**src/rtl/perf_snapshot_csr_pkg.sv**
```systemverilog
`default_nettype none
// ============================================================================
// Module      : perf_pkg
// Description : Shared types and constants for the performance snapshot CSR.
//               Holds the capture FSM state encoding, the word index of each
//               host-visible register and the bit layout of STATUS.
// Revision    : 1.0 - initial release
// ============================================================================
package perf_pkg;

    // Capture FSM states
    typedef enum logic [1:0] {
        ST_IDLE   = 2'd0,
        ST_RUN    = 2'd1,
        ST_SETTLE = 2'd2,
        ST_DIVIDE = 2'd3
    } perf_state_e;

    // Register word indices on the read port
    localparam logic [3:0] PERF_REG_STATUS   = 4'd0;
    localparam logic [3:0] PERF_REG_LAST_CYC = 4'd1;
    localparam logic [3:0] PERF_REG_LAST_PIX = 4'd2;
    localparam logic [3:0] PERF_REG_RATIO    = 4'd3;
    localparam logic [3:0] PERF_REG_RUN_CNT  = 4'd4;
    localparam logic [3:0] PERF_REG_MAX_CYC  = 4'd5;
    localparam logic [3:0] PERF_REG_MIN_CYC  = 4'd6;

    // STATUS bit positions
    localparam int STATUS_SNAP_VALID_BIT = 0;
    localparam int STATUS_SAT_BIT        = 1;
    localparam int STATUS_BUSY_BIT       = 2;

endpackage
`default_nettype wire

```
**src/rtl/seq_divider.sv**
```systemverilog
`default_nettype none
// ============================================================================
// Module      : seq_divider
// Description : Unsigned restoring divider, one quotient bit per clock.
//               A start pulse loads the operands; DIVIDEND_WIDTH cycles later
//               done pulses for one cycle with quotient/remainder stable.
//               abort drops an in-flight division without a done pulse.
// Ports       : clk, rst_n       - clock, async active-low reset
//               start, abort     - load operands / discard current division
//               dividend, divisor- operands (sampled on start)
//               busy, done       - iterating / one-cycle completion pulse
//               quotient, remainder - results, valid while done is high
// Revision    : 1.0 - initial release
// ============================================================================
module seq_divider #(
    parameter int DIVIDEND_WIDTH = 40,
    parameter int DIVISOR_WIDTH  = 32
) (
    input  logic                      clk,
    input  logic                      rst_n,
    input  logic                      start,
    input  logic                      abort,
    input  logic [DIVIDEND_WIDTH-1:0] dividend,
    input  logic [DIVISOR_WIDTH-1:0]  divisor,
    output logic                      busy,
    output logic                      done,
    output logic [DIVIDEND_WIDTH-1:0] quotient,
    output logic [DIVISOR_WIDTH-1:0]  remainder
);

    localparam int CNT_W = $clog2(DIVIDEND_WIDTH + 1);

    logic [DIVISOR_WIDTH-1:0]  r_rem;
    logic [DIVIDEND_WIDTH-1:0] r_quo;
    logic [DIVISOR_WIDTH-1:0]  r_dvs;
    logic [CNT_W-1:0]          r_cnt;
    logic                      r_busy;
    logic                      r_done;

    // The partial remainder is always below the divisor, so after the shift
    // it needs exactly one extra bit to be compared against the divisor.
    logic [DIVISOR_WIDTH:0]    w_shift;
    logic [DIVISOR_WIDTH:0]    w_diff;
    logic                      w_ge;

    assign w_shift = {r_rem, r_quo[DIVIDEND_WIDTH-1]};
    assign w_ge    = (w_shift >= {1'b0, r_dvs});
    assign w_diff  = w_shift - {1'b0, r_dvs};

    // r_quo doubles as the dividend shift register: dividend bits leave at
    // the MSB while quotient bits enter at the LSB.
    always_ff @(posedge clk or negedge rst_n) begin
        if (!rst_n) begin
            r_rem  <= '0;
            r_quo  <= '0;
            r_dvs  <= '0;
            r_cnt  <= '0;
            r_busy <= 1'b0;
            r_done <= 1'b0;
        end else if (abort) begin
            r_busy <= 1'b0;
            r_done <= 1'b0;
        end else if (start) begin
            r_rem  <= '0;
            r_quo  <= dividend;
            r_dvs  <= divisor;
            r_cnt  <= CNT_W'(DIVIDEND_WIDTH);
            r_busy <= 1'b1;
            r_done <= 1'b0;
        end else if (r_busy) begin
            r_rem  <= w_ge ? w_diff[DIVISOR_WIDTH-1:0] : w_shift[DIVISOR_WIDTH-1:0];
            r_quo  <= {r_quo[DIVIDEND_WIDTH-2:0], w_ge};
            r_cnt  <= r_cnt - CNT_W'(1);
            if (r_cnt == CNT_W'(1)) begin
                r_busy <= 1'b0;
                r_done <= 1'b1;
            end
        end else begin
            r_done <= 1'b0;
        end
    end

    assign busy      = r_busy;
    assign done      = r_done;
    assign quotient  = r_quo;
    assign remainder = r_rem;

endmodule
`default_nettype wire

```
**src/rtl/perf_snapshot_csr.sv**
```systemverilog
`default_nettype none
// ============================================================================
// Module      : perf_snapshot_csr
// Description : Snapshots the final cycle/pixel counts of a measurement
//               window, computes pixels-per-cycle as unsigned fixed point,
//               keeps run statistics and serves them on a registered
//               word-addressed read port.
// Ports       : clk, rst_n          - clock, async active-low reset
//               start, done         - measurement window markers
//               perf_cyc, perf_pix  - live counters from the counter stage
//               clr_stats           - pulse, clear statistics and snapshot
//               rd_en, rd_addr      - read request and word index
//               rd_data, rd_valid   - read response, one cycle after rd_en
//               irq                 - one-cycle pulse on ratio commit
// Revision    : 1.0 - initial release
// ============================================================================
module perf_snapshot_csr
    import perf_pkg::*;
#(
    parameter int COUNTER_WIDTH = 32,
    parameter int FRAC_BITS     = 8,
    parameter int RATIO_WIDTH   = 16
) (
    input  logic                     clk,
    input  logic                     rst_n,
    input  logic                     start,
    input  logic                     done,
    input  logic [COUNTER_WIDTH-1:0] perf_cyc,
    input  logic [COUNTER_WIDTH-1:0] perf_pix,
    input  logic                     clr_stats,
    input  logic                     rd_en,
    input  logic [3:0]               rd_addr,
    output logic [31:0]              rd_data,
    output logic                     rd_valid,
    output logic                     irq
);

    localparam int QUO_WIDTH = COUNTER_WIDTH + FRAC_BITS;

    function automatic logic [31:0] fit32_cnt(input logic [COUNTER_WIDTH-1:0] v);
        logic [COUNTER_WIDTH+31:0] ext;
        ext = {32'd0, v};
        return ext[31:0];
    endfunction

    function automatic logic [31:0] fit32_ratio(input logic [RATIO_WIDTH-1:0] v);
        logic [RATIO_WIDTH+31:0] ext;
        ext = {32'd0, v};
        return ext[31:0];
    endfunction

    perf_state_e              r_state;
    perf_state_e              w_next;

    logic                     r_done_q;
    logic                     r_zero_div;
    logic [COUNTER_WIDTH-1:0] r_last_cyc;
    logic [COUNTER_WIDTH-1:0] r_last_pix;
    logic [RATIO_WIDTH-1:0]   r_ratio;
    logic                     r_sat;
    logic                     r_snap_valid;
    logic [COUNTER_WIDTH-1:0] r_run_count;
    logic [COUNTER_WIDTH-1:0] r_max_cyc;
    logic [COUNTER_WIDTH-1:0] r_min_cyc;
    logic                     r_irq;
    logic [31:0]              r_rd_data;
    logic                     r_rd_valid;

    logic                     w_capture;
    logic                     w_commit;
    logic                     w_div_start;
    logic                     w_div_busy;
    logic                     w_div_done;
    logic [QUO_WIDTH-1:0]     w_div_quo;
    logic [COUNTER_WIDTH-1:0] w_div_rem;
    logic                     w_commit_sat;
    logic [RATIO_WIDTH-1:0]   w_commit_ratio;
    logic [COUNTER_WIDTH-1:0] w_cnt_base;
    logic [COUNTER_WIDTH-1:0] w_max_base;
    logic [COUNTER_WIDTH-1:0] w_min_base;
    logic [COUNTER_WIDTH-1:0] w_cnt_next;
    logic [COUNTER_WIDTH-1:0] w_max_next;
    logic [COUNTER_WIDTH-1:0] w_min_next;
    logic [31:0]              w_rd_mux;

    // A fresh start always wins: it suppresses the capture and the commit
    // of the window it interrupts.
    assign w_capture   = (r_state == ST_SETTLE) && !start;
    assign w_commit    = (r_state == ST_DIVIDE) && !start && (r_zero_div || w_div_done);
    assign w_div_start = w_capture && (perf_cyc != '0);

    // The divider takes its operands straight from the counters on the
    // capture edge so the first quotient bit is produced one cycle earlier.
    seq_divider #(
        .DIVIDEND_WIDTH (QUO_WIDTH),
        .DIVISOR_WIDTH  (COUNTER_WIDTH)
    ) u_div (
        .clk       (clk),
        .rst_n     (rst_n),
        .start     (w_div_start),
        .abort     (start),
        .dividend  ({perf_pix, {FRAC_BITS{1'b0}}}),
        .divisor   (perf_cyc),
        .busy      (w_div_busy),
        .done      (w_div_done),
        .quotient  (w_div_quo),
        .remainder (w_div_rem)
    );

    assign w_commit_sat   = r_zero_div || ((w_div_quo >> RATIO_WIDTH) != '0);
    assign w_commit_ratio = w_commit_sat ? {RATIO_WIDTH{1'b1}} : w_div_quo[RATIO_WIDTH-1:0];

    // Statistics update on top of the post-clear values, so a clear landing
    // on the capture edge yields a single-run history.
    assign w_cnt_base = clr_stats ? '0 : r_run_count;
    assign w_max_base = clr_stats ? '0 : r_max_cyc;
    assign w_min_base = clr_stats ? {COUNTER_WIDTH{1'b1}} : r_min_cyc;
    assign w_cnt_next = (w_cnt_base == {COUNTER_WIDTH{1'b1}}) ? w_cnt_base
                                                               : w_cnt_base + COUNTER_WIDTH'(1);
    assign w_max_next = (perf_cyc > w_max_base) ? perf_cyc : w_max_base;
    assign w_min_next = (perf_cyc < w_min_base) ? perf_cyc : w_min_base;

    // ---------------------------------------------------------------- FSM
    always_ff @(posedge clk or negedge rst_n) begin
        if (!rst_n) begin
            r_state <= ST_IDLE;
        end else begin
            r_state <= w_next;
        end
    end

    always_comb begin
        w_next = r_state;
        if (start) begin
            w_next = ST_RUN;
        end else begin
            case (r_state)
                ST_IDLE:   w_next = ST_IDLE;
                ST_RUN:    if (done && !r_done_q) w_next = ST_SETTLE;
                ST_SETTLE: w_next = ST_DIVIDE;
                ST_DIVIDE: if (w_commit) w_next = ST_IDLE;
                default:   w_next = ST_IDLE;
            endcase
        end
    end

    // ----------------------------------------------------------- datapath
    always_ff @(posedge clk or negedge rst_n) begin
        if (!rst_n) begin
            r_done_q     <= 1'b0;
            r_zero_div   <= 1'b0;
            r_last_cyc   <= '0;
            r_last_pix   <= '0;
            r_ratio      <= '0;
            r_sat        <= 1'b0;
            r_snap_valid <= 1'b0;
            r_run_count  <= '0;
            r_max_cyc    <= '0;
            r_min_cyc    <= {COUNTER_WIDTH{1'b1}};
            r_irq        <= 1'b0;
        end else begin
            r_done_q <= done;
            r_irq    <= w_commit;

            if (clr_stats) begin
                r_run_count  <= '0;
                r_max_cyc    <= '0;
                r_min_cyc    <= {COUNTER_WIDTH{1'b1}};
                r_snap_valid <= 1'b0;
                r_sat        <= 1'b0;
                r_last_cyc   <= '0;
                r_last_pix   <= '0;
                r_ratio      <= '0;
            end

            if (w_capture) begin
                r_last_cyc  <= perf_cyc;
                r_last_pix  <= perf_pix;
                r_zero_div  <= (perf_cyc == '0);
                r_run_count <= w_cnt_next;
                r_max_cyc   <= w_max_next;
                r_min_cyc   <= w_min_next;
            end

            if (w_commit) begin
                r_ratio      <= w_commit_ratio;
                r_sat        <= w_commit_sat;
                r_snap_valid <= 1'b1;
            end

            if (start) begin
                r_snap_valid <= 1'b0;
            end
        end
    end

    // ---------------------------------------------------------- read port
    always_comb begin
        w_rd_mux = '0;
        case (rd_addr)
            PERF_REG_STATUS: begin
                w_rd_mux[STATUS_BUSY_BIT]       = (r_state != ST_IDLE);
                w_rd_mux[STATUS_SAT_BIT]        = r_sat;
                w_rd_mux[STATUS_SNAP_VALID_BIT] = r_snap_valid;
            end
            PERF_REG_LAST_CYC: w_rd_mux = fit32_cnt(r_last_cyc);
            PERF_REG_LAST_PIX: w_rd_mux = fit32_cnt(r_last_pix);
            PERF_REG_RATIO:    w_rd_mux = fit32_ratio(r_ratio);
            PERF_REG_RUN_CNT:  w_rd_mux = fit32_cnt(r_run_count);
            PERF_REG_MAX_CYC:  w_rd_mux = fit32_cnt(r_max_cyc);
            PERF_REG_MIN_CYC:  w_rd_mux = fit32_cnt(r_min_cyc);
            default:           w_rd_mux = '0;
        endcase
    end

    always_ff @(posedge clk or negedge rst_n) begin
        if (!rst_n) begin
            r_rd_data  <= '0;
            r_rd_valid <= 1'b0;
        end else begin
            r_rd_valid <= rd_en;
            if (rd_en) begin
                r_rd_data <= w_rd_mux;
            end
        end
    end

    assign rd_data  = r_rd_data;
    assign rd_valid = r_rd_valid;
    assign irq      = r_irq;

endmodule
`default_nettype wire

```
**config.mk**
```make
export PLATFORM = sky130hd
export DESIGN_NAME = perf_snapshot_csr
export DESIGN_NICKNAME = d
export VERILOG_FILES = /design/src/rtl/perf_snapshot_csr_pkg.sv /design/src/rtl/seq_divider.sv /design/src/rtl/perf_snapshot_csr.sv
export SDC_FILE = /design/constraint.sdc
export NUM_CORES = 1
export LEC_CHECK = 0
export ABC_AREA = 1
export ABC_CLOCK_PERIOD_IN_PS = 2050
export CORE_MARGIN = 2
export CORE_UTILIZATION = 40
export CTS_BUF_LIST = sky130_fd_sc_hd__clkbuf_4
export DETAILED_ROUTE_END_ITERATION = 10
export GPL_ROUTABILITY_DRIVEN = 0
export PLACE_DENSITY_LB_ADDON = 0.3
export SLEW_MARGIN = 30
export SYNTH_ARGS = -nofsm -noshare
export SYNTH_HDL_FRONTEND = slang
export SYNTH_SLANG_ARGS = --single-unit
```
**constraint.sdc**
```tcl
create_clock -name clk -period 2.05 [get_ports clk]
set_input_delay 0.41 -clock clk [delete_from_list [all_inputs] [get_ports clk]]
set_output_delay 0.41 -clock clk [all_outputs]
set_load 0.05 [all_outputs]
```
# [After elaboration in Yosys (flattened, before gate mapping)]
# Index checks and enable logic that the tools add are counted.
[totals] reg_bits=328 in_bits=74 output_inout_bits=34
[classes] n_addsub=3 order_cmp=3 n_eq_ne=14 mux=40 n_bitwise=1 n_reduce_logical=22
[op_table] op="$mux 32" n=15
[op_table] op="$pmux 29 s6" n=1
[op_table] op="$mux 40" n=2
[op_table] op="$mux 16" n=3
[op_table] op="$reduce_bool 40->1" n=1
[op_table] op="$ge 33x32->1" n=1
[op_table] op="$add 32x1->32 const B" n=1
[op_table] op="$eq 32x32->1 const B" n=1
[op_table] op="$gt 32x32->1" n=1
[op_table] op="$logic_not 32->1" n=1
[op_table] op="$lt 32x32->1" n=1
[op_table] op="$reduce_bool 32->1" n=1
[op_table] op="$sub 32x32->32" n=1
[op_table] op="$pmux 3 s7" n=1
[op_table] op="$eq 4x3->1 const B" n=3
[op_table] op="$mux 1" n=12
[op_table] op="$mux 6" n=2
[op_table] op="$eq 4x2->1 const B" n=2
[op_table] op="$pmux 2 s4" n=1
[op_table] op="$reduce_bool 2->1" n=4
[op_table] op="$eq 6x1->1 const B" n=1
[op_table] op="$mux 2" n=3
[op_table] op="$ne 3x3->1 const B" n=2
[op_table] op="$reduce_and 2->1" n=3
[op_table] op="12 further kinds" n=19

# [Logic depth before layout (Yosys ltp)]
# Gate-level depths: netlist of run 1.
[depth] ltp_word=6 ltp_mapped=21 mapped_depth_nobuf=16

# [By module]
# A second synthesis of run 1 with hierarchy kept.
[hier_totals] cells_unflattened=2909 area_unflattened_um2=20533.4
[modules_own_cells] mod="perf_snapshot_csr" n_inst=1 cells_each=1711 area_each_um2=12721.0
[modules_own_cells] mod="seq_divider" n_inst=1 cells_each=1198 area_each_um2=7812.5

# [Worst setup path after synthesis of run 1]
# OpenSTA, ideal clock, no wires.
[synth_path] kind="input to register" from="input clr_stats" to="register r_max_cyc[10]" setup_ns=0.066 arrival_ns=2.607 setup_slack_ns=-0.623 stages=19 path_buffers=5 path_cell_list="buf_6 -> buf_8 -> buf_2 -> clkbuf_1 -> nor2_1 -> inv_1 -> ha_1 -> nand2_1 -> inv_1 -> o21ai_0 -> nand2_1 -> a21oi_1 -> a21oi_1 -> o21bai_1 -> nand2_1 -> nand2_1 -> buf_2 -> nand2_1 -> nand2_1"
[synth_between] elab_chain_cells=4
[synth_lines] element="start: declaration" line_no="perf_snapshot_csr.sv:30" rtl="input logic clr_stats,"
[synth_lines] element="$mux 32 *"
[synth_lines] element="$gt 32x32->1" line_no="perf_snapshot_csr.sv:120" rtl="assign w_max_next = (perf_cyc > w_max_base) ? perf_cyc : w_max_base;"
[synth_lines] element="$mux 32" line_no="perf_snapshot_csr.sv:120"
[synth_lines] element="$mux 32 *" line_no="perf_snapshot_csr.sv:176" rtl="if (w_capture) begin"
[synth_lines] element="end signal: assignment" line_no="perf_snapshot_csr.sv:181" rtl="r_max_cyc <= w_max_next;"
[synth_lines] element="end: declaration" line_no="perf_snapshot_csr.sv:63" rtl="logic [COUNTER_WIDTH-1:0] r_max_cyc;"
# Every way passes the cells marked *; elsewhere a longest branch is shown, timed or not.
# A chain may end at the register's enable or synchronous reset.

# [Final worst setup path of run 1]
[layout_path] from="register r_max_cyc[12]" to="register r_max_cyc[8]"
[layout_between] elab_chain_cells=4
[layout_lines] element="$mux 32"
[layout_lines] element="$gt 32x32->1" line_no="perf_snapshot_csr.sv:120"
[layout_lines] element="$mux 32" line_no="perf_snapshot_csr.sv:120"
[layout_lines] element="$mux 32" line_no="perf_snapshot_csr.sv:176"
# Every way passes these cells.

==> qor.yml, run 1 <==
worst_setup_path:
  cp.arrival_ns: 2.96
  rr_worst_depth: 15
  cp_max_fo: 6
  crit_chain: "inv_1 > nor2_2 > inv_1 > ha_1 > nand3_2 > inv_2 > nand4_1 > a21oi_2 > o21bai_4 > nand2_4 > nand2_4 > buf_6 > buf_16 > nand2_2 > nand2_1"
  r2r-start: "r_max_cyc[12]$_DFF_PN0_"
  crit_slowest_cell: "dfrtp_1"
  worstSetupStartpointType: "flop"
  endpoint_kind: "flop"
  cp_num_buf_inv: 5
  startpoint: "r_max_cyc[12]$_DFF_PN0_"
  crit_family: "simple AND/OR/NAND/NOR gates"
  worstPathRequired_ns: 2.77
  path_class: "reg -> reg"
  worst-path-stages: 15
  slowest_delay_ns: 0.32
synthesis:
  avgSynthCellArea_um2: 7.71
  synthArstFlopShare: 1.00
  synthMuxAreaShare: 0.00522
  synthXorXnorAreaFrac: 0.0206
  synth-simple-area-share: 0.253
  netlist_instances: 2519
  synth_fa_ha_area_frac: 0.0667
  synth-seq-cells: 328
  synth_edf_count: 0
  yosysSeqAreaShare: 0.425
  synth_top_family_by_area: "simple AND/OR/NAND/NOR gates"
  synth_compound_area_frac: 0.131
  synth_nets: 2696
  yosysWarnings: 0
  synth-main-ff-cell: "dfrtp_1"
  ys_types: 55
  syn_area_um2: 19400
pwr:
  power.total_uw: 29500
  power_density_nw_per_um2: 1040
  leakagePower_uw: 0.0134
  ir_drop_mv: 0.611
routing:
  wl_per_cell_um: 19.4
  vias: 20666
  firstDrtPassIters: 6
  vias_per_cell: 5.45
  drt_wl_total_um: 73700
  drc: 0
  ant_nets: 0
  drtIter0Drc: 1835
layout:
  final_util: 0.593
  syn_to_final_growth_pct: 46.1
  layout-drive-gt1-share: 0.360
  final_area_um2: 28400
  filler_cell_count: 4072
  final_nets: 3278
timing:
  clock_skew_ns: 0.0603
  setup_ws_ns: -0.182
  hold_viol_final: 0
  relSlewSlack: 0.670
  tns_ns: -12.04
  period_share: 1.09
  fmax_mhz: 448
  final-setup-viol-count: 96
  tightest_slew_ns: 0.490
  fin_crit_ns: 2.23
  rsz0062_at_grt: "true"
  fin_worst_hold_slack_ns: 0.0157
  finalMaxSlewViolations: 0
grt:
  grt_max_degree: 80
  grt_antenna_before_repair: 2
  grt_pass1_wl_um: 109000
  grt_pass1_vias: 20060
  track_usage: 0.279
  grt_overflow: 0
cts:
  cts_tree: "built"
  clk_pin_slew_ns: 0.07
  numCtsBuffers: 92
  cts_buffer_depth: 3
  clock_latency_ns: 0.81
  clkSinkCount: 328
  cts-root-buf: "clkbuf_4"
  ctsHtreeMaxLevel: 3
floorplan:
  rows: 80
  coreArea_um2: 47800
  die_y_um: 224
  start_util: 0.406
  ios: 108
  die_area_um2: 50300
  die_w_um: 224
run:
  max_cap_viol_count: 0
status:
  violations: "negative setup slack"
  status: "complete, but fails checks"
placed_design:
  dpl_cell_area_um2: 24300
  post-dp-hpwl_um: 52100
  io_buffer_count: 107
min_path:
  min_path_cells: 4
  hold_class: "in -> reg"
  hp-start: "perf_cyc[1]"
[area by class of cell]
| cell class | instances | area (um^2) | area share |
|---|---|---|---|
| clock inverters | 30 | 183 | 0.00644 |
| diodes | 2 | 5.00 | 0.000176 |
| clock buffers | 138 | 1040 | 0.0365 |
| well taps | 615 | 769 | 0.0271 |
| flip-flops and latches | 328 | 8250 | 0.291 |
| multi-input cells | 1709 | 11200 | 0.396 |
| inverters | 382 | 1440 | 0.0508 |
| repair buffers | 588 | 5470 | 0.193 |
[per-stage QoR]
stage               instances  worst slack (ns)
global route             3791            -0.269
detailed placement       3559            -0.934
global placement         3559            -0.889
CTS                      3759            -0.115
floorplan                2519            -0.384
finish                   3792            -0.182
[worst reg2reg max path: stages (launching register included)]
cell      delay [ns]
dfrtp_1         0.32
inv_1           0.08
nor2_2          0.13
inv_1           0.06
ha_1            0.30
nand3_2         0.09
inv_2           0.06
nand4_1         0.14
a21oi_2         0.25
o21bai_4        0.11
nand2_4         0.10
nand2_4         0.09
buf_6           0.15
buf_16          0.14
nand2_2         0.06
nand2_1         0.05
[layout by cell type (no fill, tap or decap), types with 48 or more instances in the layout]
| cell type | instances |
|---|---|
| a21oi_1 | 77 |
| buf_4 | 411 |
| clkbuf_4 | 138 |
| clkdlybuf4s50_1 | 61 |
| dfrtp_1 | 296 |
| ha_1 | 61 |
| inv_1 | 332 |
| nand2_1 | 469 |
| nand2_2 | 88 |
| nand3_1 | 139 |
| nand3_2 | 61 |
| nor2_1 | 157 |
| nor2_2 | 48 |
| o21ai_0 | 130 |
| o22ai_1 | 65 |
[power by group]
part           switching, uW  total, uW  leakage, uW  internal [uW]
Clock                   3000       6340     0.000720           3340
Sequential               938       9040      0.00425           8100
Combinational           7750      14100      0.00845           6350
Total                  11700      29500       0.0134          17800
[logic make-up after synthesis]
| kind of cell | after synthesis |
|---|---|
| AOI/OAI and AO/OA | 437 |
| xor gates and xnor gates | 44 |
| adders and majority gates | 103 |
| buffers and inverters | 482 |
| DFF | 328 |
| muxes | 9 |
| and+or+nand+nor | 1116 |
[path summary, 6_finish.rpt]
check / slack [ns] / end
setup reg to reg: -0.18 / r_max_cyc[8]$_DFF_PN0_
min in group asynchronous: 0.09 / r_max_cyc[3]$_DFF_PN0_
setup / recovery: -0.18 / r_max_cyc[8]$_DFF_PN0_
hold reg to reg: 0.50 / r_last_cyc[12]$_DFFE_PN0P_
max in group asynchronous: 1.12 / u_div.r_cnt[4]$_DFFE_PN0P_
hold / removal: 0.02 / r_min_cyc[1]$_DFF_PN1_
[routing by layer]
| layer | vias up | wire, um | global-route usage |
|---|---|---|---|
| li1 | 9468 | - | - |
| met1 | 9955 | 29200 | 0.349 |
| met2 | 968 | 34500 | 0.458 |
| met3 | 275 | 5350 | 0.0498 |
| met4 | 0 | 4690 | 0.154 |
| met5 | - | 0 | 0 |
[synthesized netlist by cell type, drive strengths merged (13+ instances only)]
| library cell | n | area (um^2) |
|---|---|---|
| o21ai | 187 | 940 |
| ha | 102 | 1280 |
| buf | 41 | 252 |
| xor2 | 22 | 208 |
| clkbuf | 59 | 221 |
| nand3 | 215 | 1090 |
| xnor2 | 22 | 193 |
| nor2 | 236 | 1000 |
| a21oi | 105 | 537 |
| dfstp | 32 | 841 |
| nand2 | 589 | 2270 |
| dfrtp | 296 | 7410 |
| nor3 | 27 | 203 |
| o2111ai | 13 | 114 |
| nand4 | 22 | 144 |
| o22ai | 70 | 438 |
| o221ai | 26 | 228 |
| inv | 380 | 1430 |
[repair_timing]
item                                    4_1_cts  5_1_grt
hold buffers                                  2        6
endpoints found under the hold margin       307        6
pin swaps                                    34      111
buffers inserted                             24       20
gates resized for setup                     289      335
gates cloned                                  7        9
endpoints found under the setup margin      153      142
[registers in the layout, summed over array words and instances, names as in the netlist, 2 cells and up]
register and count:
u_div.r_dvs 32, r_min_cyc 32, r_ratio 16, r_last_pix 32, u_div.remainder 32, r_state 2
r_run_count 32, u_div.r_cnt 6, r_last_cyc 32, r_max_cyc 32, rd_data 32, u_div.quotient 40
No activity file was read; power rests on OpenSTA's default activity.
==> run 2: changes to the inputs <==
- ABC_CLOCK_PERIOD_IN_PS: 2050 -> 2080
- clock period: 2.05 -> 2.08 ns (I/O delays scaled with it)
==> qor.yml, run 2 (synthesized netlist as in run 1, its figures left out) <==
timing:
  hold_viol_final: 0
  finalMaxSlewViolations: 0
  clock_skew_ns: 0.0638
  final-setup-viol-count: 97
  tightest_slew_ns: 0.551
  setup_ws_ns: -0.156
  rsz0062_at_grt: "true"
  relSlewSlack: 0.632
  fmax_mhz: 447
  fin_crit_ns: 2.24
  period_share: 1.08
cts:
  clk_pin_slew_ns: 0.07
  ctsHtreeMaxLevel: 3
  cts_tree: "built"
  clkSinkCount: 328
  clock_latency_ns: 0.83
  cts-root-buf: "clkbuf_4"
  numCtsBuffers: 88
  cts_buffer_depth: 3
status:
  violations: "negative setup slack"
  status: "complete, but fails checks"
pwr:
  p_seq_frac: 0.313
  ir_drop_mv: 0.600
  power.internal_uw: 17000
  p_comb_frac: 0.484
  power.share.clock: 0.202
  leakagePower_uw: 0.0130
  power_density_nw_per_um2: 1030
  swShare: 0.403
  power_switching_uw: 11500
min_path:
  hold_class: "in -> async"
grt:
  grt_antenna_before_repair: 4
  grt_pass1_wl_um: 109000
  track_usage: 0.277
  grt_overflow: 0
  grt_pass1_vias: 20263
  grt_max_degree: 60
floorplan:
  coreArea_um2: 47800
  rows: 80
  die_area_um2: 50300
  die_y_um: 224
  start_util: 0.406
  ios: 108
  die_w_um: 224
placed_design:
  io_buffer_count: 107
  post-dp-hpwl_um: 50900
  dpl_cell_area_um2: 24000
worst_setup_path:
  r2r-start: "u_div.r_dvs[20]$_DFFE_PN0P_"
  r2r_slack_ns: -0.16
  cp_max_fo: 7
  path_class: "reg -> reg"
  endpoint_kind: "flop"
  worstPathRequired_ns: 2.73
  worstSetupStartpointType: "flop"
  r2r-end: "u_div.remainder[23]$_DFFE_PN0P_"
  cp.arrival_ns: 2.89
  rr_worst_depth: 15
layout:
  final_common_cell: "nand2_1"
  layout-drive-gt1-share: 0.355
  most-common-layout-cells: "nand2_1, buf_4, inv_1"
  final_area_um2: 27700
  final_nets: 3231
  syn_to_final_growth_pct: 42.9
  largest_reg_flops: 40
  final_util: 0.580
routing:
  drt_wl_total_um: 71200
  ant_nets: 0
  vias_per_cell: 5.38
  drc: 0
  drtIter0Drc: 1737
  wl_per_cell_um: 19.0
  vias: 20090
  firstDrtPassIters: 6
run:
  max_cap_viol_count: 0
==> run 2: repair_timing <==
action	CTS	global route
buffers inserted	34	24
cloned	7	1
pin swaps	68	102
gates resized for setup	347	270
hold buffers	2	0
endpoints found under the setup margin	141	134
endpoints found under the hold margin	132	0
==> run 2: worst max-delay path by stage <==
stage,to,cells after the start,start,slack (ns)
3_5_place_dp,u_div.quotient[5]$_DFFE_PN0P_,13,perf_cyc[29],-0.88
2_1_floorplan,r_max_cyc[22]$_DFF_PN0_,19,clr_stats,-0.36
3_3_place_gp,u_div.quotient[14]$_DFFE_PN0P_,12,perf_cyc[30],-0.87
4_1_cts,u_div.remainder[22]$_DFFE_PN0P_,14,u_div.r_dvs[28]$_DFFE_PN0P_,-0.12
6_report,u_div.remainder[23]$_DFFE_PN0P_,15,u_div.r_dvs[20]$_DFFE_PN0P_,-0.16
5_1_grt,u_div.remainder[21]$_DFFE_PN0P_,15,u_div.r_dvs[18]$_DFFE_PN0P_,-0.23
==> run 2: power groups by stage <==
stage / sequential, uW / clock, uW / combinational, uW
6_report: 8920 / 5770 / 13800
3_3_place_gp: 8840 / 0 / 10500
5_1_grt: 9040 / 6210 / 15000
2_1_floorplan: 8820 / 0 / 5870
4_1_cts: 8840 / 5860 / 12300
3_5_place_dp: 8890 / 0 / 10700
==> run 2: critical path, cell delays in order, from the launching register on <==
cell	delay [ns]
dfrtp_1	0.37
inv_1	0.10
ha_4	0.23
a21oi_4	0.17
o21ai_2	0.10
nand2_1	0.10
nand2_1	0.09
nand2_1	0.09
nand2_2	0.06
a21oi_4	0.23
nand2_8	0.12
buf_6	0.15
nand2_8	0.11
nand2_2	0.06
nand2_1	0.07
nand2_1	0.05
==> run 2: area by class of cell <==
class / count / area, um^2
multi-input combinational: 1709 / 11300
sequential: 328 / 8250
antenna: 1 / 2.50
clock buffer: 125 / 938
clock inverter: 32 / 159
timing repair buffer: 545 / 4900
inverter: 382 / 1440
tap: 615 / 769
fill: 4171 / 20100
==> run 2: layer usage <==
layer / up-vias / routed length, um / global-route usage
met5: - / 23 / 0
met4: 4 / 4050 / 0.151
met3: 242 / 4760 / 0.0560
met2: 805 / 33900 / 0.455
met1: 9667 / 28400 / 0.344
li1: 9372 / - / -
==> run 2: through the flow <==
step / setup slack [ns] / hold slack, ns / setup TNS [ns] / std cells / total power [uW]
6_report: -0.156 / 0.111 / -6.77 / 3737 / 28500
5_1_grt: -0.233 / 0.0971 / -15.90 / 3737 / 30200
4_1_cts: -0.121 / 0.0827 / -3.60 / 3716 / 27000
3_5_place_dp: -0.878 / 0.396 / -130.58 / 3518 / 19600
3_3_place_gp: -0.866 / 0.391 / -128.23 / 3518 / 19400
2_1_floorplan: -0.360 / 0.120 / -22.24 / 2519 / 14700
==> run 3: changes to the inputs <==
- CORE_MARGIN: 2 -> 3
- CORE_UTILIZATION: 40 -> 30
==> qor.yml, run 3 (synthesized netlist as in run 1, its figures left out) <==
layout:
  syn_to_final_growth_pct: 46.2
  filler_cell_count: 6246
  regArea_um2: 8250
  multi_input_area_um2: 11000
  final_area_um2: 28400
  layout-drive-gt1-share: 0.352
  most-common-layout-cells: "nand2_1, buf_4, inv_1"
  final_common_cell: "nand2_1"
  largest_reg_flops: 40
  final_nets: 3299
timing:
  setup_ws_ns: -0.111
  final-setup-viol-count: 89
  fin_crit_ns: 2.19
  fmax_mhz: 456
  finalMaxSlewViolations: 0
  hold_viol_final: 0
  rsz0062_at_grt: "true"
  tightest_slew_ns: 0.675
  fin_worst_hold_slack_ns: 0.109
  relSlewSlack: 0.549
  period_share: 1.05
  clock_skew_ns: 0.0756
routing:
  ant_nets: 0
  vias_per_cell: 4.95
  firstDrtPassIters: 5
  vias: 20038
  drtIter0Drc: 1278
  wl_per_cell_um: 18.5
  drc: 0
  drt_wl_total_um: 74800
min_path:
  min_path_cells: 6
  min_to: "r_max_cyc[1]$_DFF_PN0_"
  hold_class: "in -> reg"
  hp-start: "clr_stats"
floorplan:
  die_area_um2: 67800
  die_y_um: 260
  coreArea_um2: 63500
  start_util: 0.306
  rows: 92
  die_w_um: 260
  ios: 108
status:
  status: "complete, but fails checks"
  violations: "negative setup slack"
cts:
  cts_buffer_depth: 3
  clock_latency_ns: 0.87
  cts_tree: "built"
  numCtsBuffers: 93
  cts-root-buf: "clkbuf_4"
  clk_pin_slew_ns: 0.06
  clkSinkCount: 328
  ctsHtreeMaxLevel: 3
worst_setup_path:
  rr_worst_depth: 14
  r2r-start: "u_div.remainder[19]$_DFFE_PN0P_"
  cp_max_fo: 7
  path_class: "reg -> reg"
  worstPathRequired_ns: 2.78
  endpoint_kind: "flop"
  r2r_slack_ns: -0.11
  r2r-end: "u_div.remainder[28]$_DFFE_PN0P_"
  worstSetupStartpointType: "flop"
  cp.arrival_ns: 2.89
pwr:
  power_switching_uw: 11400
  power.total_uw: 28700
  power.share.clock: 0.211
  p_comb_frac: 0.480
  power.internal_uw: 17300
  p_seq_frac: 0.309
  ir_drop_mv: 0.646
  power_density_nw_per_um2: 1010
  leakagePower_uw: 0.0132
  swShare: 0.397
grt:
  grt_antenna_before_repair: 6
  grt_pass1_vias: 20226
  grt_pass1_wl_um: 113000
  track_usage: 0.216
  grt_overflow: 0
  grt_max_degree: 105
run:
  max_cap_viol_count: 0
placed_design:
  io_buffer_count: 107
  dpl_cell_area_um2: 24900
  post-dp-hpwl_um: 56400
run 3: cell count changes in the layout (fill, tap and decap cells not counted), sizes merged:
| cell | delta |
|---|---|
| dlygate4sd3 | +2 |
| bufinv | -1 |
| clkinvlp | -1 |
| clkinv | -4 |
| buf | +72 |
| clkdlybuf4s15 | -14 |
| diode | +5 |
| inv | -1 |
| clkbuf | +18 |
run 3: worst max-delay path by stage:
stage                               startpoint                              end  slack, ns  cells past startpoint
5_1_grt             u_div.r_dvs[9]$_DFFE_PN0P_  u_div.remainder[30]$_DFFE_PN0P_      -0.25                     13
2_1_floorplan                        clr_stats          r_max_cyc[22]$_DFF_PN0_      -0.36                     19
6_report       u_div.remainder[19]$_DFFE_PN0P_  u_div.remainder[28]$_DFFE_PN0P_      -0.11                     14
4_1_cts        u_div.remainder[11]$_DFFE_PN0P_  u_div.remainder[22]$_DFFE_PN0P_       -0.1                     14
3_5_place_dp                      perf_cyc[24]    u_div.quotient[1]$_DFFE_PN0P_      -0.77                     13
3_3_place_gp                      perf_cyc[24]    u_div.quotient[2]$_DFFE_PN0P_      -0.71                     13
run 3: repair_timing:
item                                    in CTS  in global routing
endpoints found under the setup margin     129                152
hold buffers                                 4                  0
gates cloned                                 6                  4
pin swaps                                   23                 84
gates resized for setup                    292                250
setup buffers                               24                 20
endpoints found under the hold margin      303                  0
run 3: through the flow:
stage          utilization  TNS [ns]  instances  worst slack [ns]
2_1_floorplan            -    -22.24       2519            -0.360
3_3_place_gp         0.392   -134.79       3820            -0.709
3_5_place_dp         0.392   -132.56       3820            -0.770
4_1_cts              0.429     -2.52       4016           -0.0970
5_1_grt              0.447    -15.15       4041            -0.251
6_report             0.447     -4.28       4044            -0.111
run 3: worst max-delay path, cell delays in order, from the launching register on:
cell and delay [ns]:
dfrtp_1 0.41, ha_4 0.32, nand2_1 0.11, o21ai_2 0.19, nand2_1 0.08, nand2_1 0.10
nand2_1 0.06, nand2_1 0.10, a21oi_4 0.05, buf_12 0.14, nand2_8 0.13, clkbuf_16 0.17
nand3_2 0.07, nand3_2 0.06, nand2_1 0.04
run 3: power by group through the flow:
stage	registers, uW	clock network (uW)	logic [uW]
2_1_floorplan	8820	0	5870
3_3_place_gp	8800	0	10900
3_5_place_dp	8840	0	11100
4_1_cts	8840	6200	12700
5_1_grt	9010	6590	15000
6_report	8890	6060	13800
run 3: layer usage:
layer	global-route usage	vias up	part of all wire
met4	0.105	2	0.047
met1	0.266	9663	0.41
met2	0.356	656	0.47
met5	0.0117	-	0.0014
met3	0.0481	190	0.062
li1	-	9527	-
run 3: area by class of cell:
cell class                 instances  area share
antenna                            6    0.000529
clock buffer                     140      0.0370
clock inverter                    25     0.00445
inverter                         382      0.0507
multi-input combinational       1709       0.389
sequential                       328       0.290
tap                              846      0.0373
timing repair buffer             608       0.191
